===== config.mk =====
export PLATFORM = sky130hd
export DESIGN_NAME = switches
export DESIGN_NICKNAME = d
export VERILOG_FILES = /design/src/rtl/switches.sv
export SDC_FILE = /design/constraint.sdc
export NUM_CORES = 1
export LEC_CHECK = 0
export BUFFER_PORTS_ARGS = -buffer_cell sky130_fd_sc_hd__buf_2
export CAP_MARGIN = 10
export CORE_ASPECT_RATIO = 0.7
export CORE_MARGIN = 4
export CORE_UTILIZATION = 50
export CTS_CLUSTER_DIAMETER = 50
export CTS_CLUSTER_SIZE = 30
export DETAILED_ROUTE_END_ITERATION = 10
export PLACE_DENSITY = 0.64
export SKIP_LAST_GASP = 1
export SLEW_MARGIN = 20
export SYNTH_ARGS = -nofsm -noshare
export SYNTH_HDL_FRONTEND = slang
export SYNTH_SLANG_ARGS = --single-unit

===== constraint.sdc =====
create_clock -name clk -period 2.5 [get_ports clk]
set_input_delay 0.5 -clock clk [delete_from_list [all_inputs] [get_ports clk]]
set_output_delay 0.5 -clock clk [all_outputs]
set_load 0.005 [all_outputs]

===== src/rtl/switches.sv =====
// Board input conditioner: two-flop synchroniser, per-bit debounce, edge pulses
// and a sticky change-event mask with a valid/ack handshake.
module switches #(
    parameter int WIDTH     = 8,
    parameter int DB_CYCLES = 1000000,
    parameter int CNT_W     = $clog2(DB_CYCLES + 1)
) (
    input  logic             clk,
    input  logic             rst,
    input  logic [WIDTH-1:0] sw_raw,
    output logic [WIDTH-1:0] sw,
    output logic [WIDTH-1:0] sw_rise,
    output logic [WIDTH-1:0] sw_fall,
    output logic             evt_valid,
    output logic [WIDTH-1:0] evt_bits,
    input  logic             evt_ack
);

    localparam logic [CNT_W-1:0] CNT_LAST = CNT_W'(DB_CYCLES - 1);
    localparam logic [CNT_W-1:0] CNT_ONE  = CNT_W'(1);

    logic [WIDTH-1:0]            sync1_q, sync1_d;
    logic [WIDTH-1:0]            sync2_q, sync2_d;
    logic [WIDTH-1:0]            sw_q, sw_d;
    logic [WIDTH-1:0]            rise_q, rise_d;
    logic [WIDTH-1:0]            fall_q, fall_d;
    logic [WIDTH-1:0]            evt_q, evt_d;
    logic [WIDTH-1:0][CNT_W-1:0] cnt_q, cnt_d;

    // Next-state: synchroniser shift, debounce counters, pulses and event mask
    always_comb begin
        sync1_d = sw_raw;
        sync2_d = sync1_q;
        sw_d    = sw_q;
        cnt_d   = cnt_q;
        for (int i = 0; i < WIDTH; i++) begin
            if (sync2_q[i] == sw_q[i]) begin
                // Any return to the accepted level discards accumulated credit
                cnt_d[i] = {CNT_W{1'b0}};
            end else if (cnt_q[i] == CNT_LAST) begin
                sw_d[i]  = sync2_q[i];
                cnt_d[i] = {CNT_W{1'b0}};
            end else begin
                cnt_d[i] = cnt_q[i] + CNT_ONE;
            end
        end
        rise_d = sw_d & ~sw_q;
        fall_d = ~sw_d & sw_q;
        // A bit changing at the ack edge stays set
        if (evt_ack) begin
            evt_d = rise_d | fall_d;
        end else begin
            evt_d = evt_q | rise_d | fall_d;
        end
    end

    // State registers with synchronous active-low reset
    always_ff @(posedge clk) begin
        if (!rst) begin
            sync1_q <= {WIDTH{1'b0}};
            sync2_q <= {WIDTH{1'b0}};
            sw_q    <= {WIDTH{1'b0}};
            rise_q  <= {WIDTH{1'b0}};
            fall_q  <= {WIDTH{1'b0}};
            evt_q   <= {WIDTH{1'b0}};
            cnt_q   <= {(WIDTH*CNT_W){1'b0}};
        end else begin
            sync1_q <= sync1_d;
            sync2_q <= sync2_d;
            sw_q    <= sw_d;
            rise_q  <= rise_d;
            fall_q  <= fall_d;
            evt_q   <= evt_d;
            cnt_q   <= cnt_d;
        end
    end

    assign sw        = sw_q;
    assign sw_rise   = rise_q;
    assign sw_fall   = fall_q;
    assign evt_bits  = evt_q;
    assign evt_valid = |evt_q;

endmodule

==> results.tsv <==
metric	value	unit
clock root buffer	clkbuf_16	
vias in the first global route	6385	
largest net degree at the start of global routing	38	
crit path max fanout	8	
die width	168	um
P&R area growth vs syn	11.7	%
footprint of the multi-input gates	0.00450	mm^2
CTS sink cnt	208	
total track usage	0.178	
Max-slew headroom	0.580	
# fillers	1558	
Pre-antenna DRT Iters	5	
Buf/Inv on CP	0	
Crit path max-delay family	simple AND/OR/NAND/NOR gates	
Setup Buffers After CTS	0	
drt drc	0	
Cells after Synth	1017	
Slowest-stage cell, CP	or4_1	
drt wl/cell	13.7	um
Synth async-reset ratio	0	
DRT iter0 DRCs	392	
cell mode on critical path	or4_1	
drt total wl	17800	um
Mapped Area	0.00892	mm^2
skew final	32.6	ps
Final Hold Vio Count	0	
Design Area, Final	0.00997	mm^2
mean post-synth cell area	8.78	um^2
TritonCTS buffer count	16	
startpoint types	register	
status	finished clean	
IO Port Bufs	43	
Synth Register Bits	208	
TritonCTS clock tree	done	
setup TNS	0	ps
H-tree depth	1	
CTS Buffer Depth	3	
crit end category	register	
Overflow after GRT	0	
Final Slew Violations	0	
worst hold margin	189	ps
fin nets	1075	
top_reg_cell synth	dfxtp_1	
initial antenna violation count	0	
ANT nets after route	0	
first-pass GRT wire length	31000	um
register area share after synthesis	0.467	
CP required	2950	ps
CP arrival	2580	ps
Starting Density	0.515	
number of synthesized flops with an enable pin	0	
Leak	3.09	nW
CP cell instances	ha_1, nand2_1, or4_1, or4_1, a21oi_1	
final setup violating endpoints	0	
cts hold-fix bufs	0	
total core area	0.0173	mm^2
routed vias	7067	
pwr dens	622	mW/mm^2
die height	120	um
post-DR vias/cell	5.45	
Placed Area	0.00939	mm^2
die area	0.0201	mm^2
slowest cell delay on critical path	650	ps
Tightest Pin Transition	622	ps
Synthesis Warnings	0	
Yosys cell types	44	
fraction of final layout cells sized beyond drive strength 1	0.0919	
row count	40	
post-CTS sizing	0	
Tcrit/Tclk final	0.852	
# IOs	44	
routability cong.	0.783	
CP Class	reg2reg	
Fmax	469	MHz
Max-Cap Viols	0	
Post-DP HPWL	12300	um
final core occ	0.576	
RSZ-0062 raised after global routing	false	
worst hold-check path type	in2reg	
Worst VDD drop	633	uV
Inserted Diodes	0	
register area	0.00416	mm^2
post-route minimum period	2130	ps
Clock Latency Late Sink	500	ps
Clock transition at path regs	100	ps
Post-Syn Nets	1036	
[cell families after synthesis]
group | share of synthesized area
xor gates and xnor gates | 0.0981
and+or+nand+nor | 0.307
DFF | 0.467
AOI/OAI and AO/OA | 0.0866
buffers and inverters | 0.0300
adders and majority gates | 0.0112
[power breakdown]
| group | internal [W] | switching, W | total, W |
|---|---|---|---|
| clock network | 0.00145 | 0.00134 | 0.00278 |
| registers | 0.00333 | 0.00000918 | 0.00334 |
| logic | 0.0000285 | 0.0000505 | 0.0000791 |
| total | 0.00480 | 0.00140 | 0.00620 |
[final timing paths]
check,cells after the start,startpoint,slack (ps),end
max,5,cnt_q[140]$_SDFF_PP0_,370,cnt_q[158]$_SDFF_PP0_
min,2,sw_raw[7],190,sync1_q[7]$_SDFF_PN0_
min reg2reg,1,sync1_q[6]$_SDFF_PN0_,410,sync2_q[6]$_SDFF_PN0_
max reg2reg,5,cnt_q[140]$_SDFF_PP0_,370,cnt_q[158]$_SDFF_PP0_
[cells in the mapped netlist, drive strengths merged, types with 7 or more instances]
master | n | area (um^2)
nor4b | 12 | 105
o21ai | 34 | 170
clkbuf | 27 | 101
xor2 | 44 | 385
nand2 | 59 | 221
dfxtp | 208 | 4160
nand4 | 35 | 231
nand3 | 66 | 348
and3 | 17 | 108
and4 | 15 | 131
nor4 | 27 | 169
or3 | 35 | 220
a21oi | 62 | 310
nor3 | 22 | 110
xnor2 | 56 | 490
or4 | 31 | 236
and2 | 20 | 125
ha | 8 | 100
buf | 7 | 35.0
inv | 34 | 128
nor2 | 123 | 462
o31ai | 25 | 188
[through the flow]
stage	cells	power (W)	worst slack, ps
global route	1297	0.00642	191
CTS	1297	0.00628	366
global placement	1269	0.00349	464
floorplan	1017	0.00346	534
finish	1297	0.00620	370
detailed placement	1269	0.00349	394
[metal layers]
metal / vias up / track usage / wire, um
met1: 3248 / 0.269 / 9620
met4: 0 / 0.0436 / 369
met2: 96 / 0.264 / 7180
met3: 25 / 0.0280 / 644
met5: - / 0 / 0
li1: 3698 / - / -
[registers in the layout, indices dropped and copies added (netlist names)]
| signal | count |
|---|---|
| cnt_q | 160 |
| evt_bits | 8 |
| sw | 8 |
| sw_fall | 8 |
| sw_rise | 8 |
| sync1_q | 8 |
| sync2_q | 8 |
[area by class of cell]
type,instances,area share
inverters,35,0.0132
clock buffers,18,0.0441
well taps,231,0.0290
clock inverters,10,0.0137
repair buffers,55,0.0306
flip-flops and latches,208,0.418
multi-input cells,740,0.452
[cells in the final DEF, fill, tap and decap left out, types with 33 or more instances in the layout]
cell	count
nand3_1	64
nand4_1	33
dfxtp_1	208
nand2_1	59
xor2_1	44
nor2_1	123
o21ai_0	33
a21oi_1	62
buf_2	43
inv_1	34
xnor2_1	56
or3_1	34
Power figures use the tool's default switching activity.
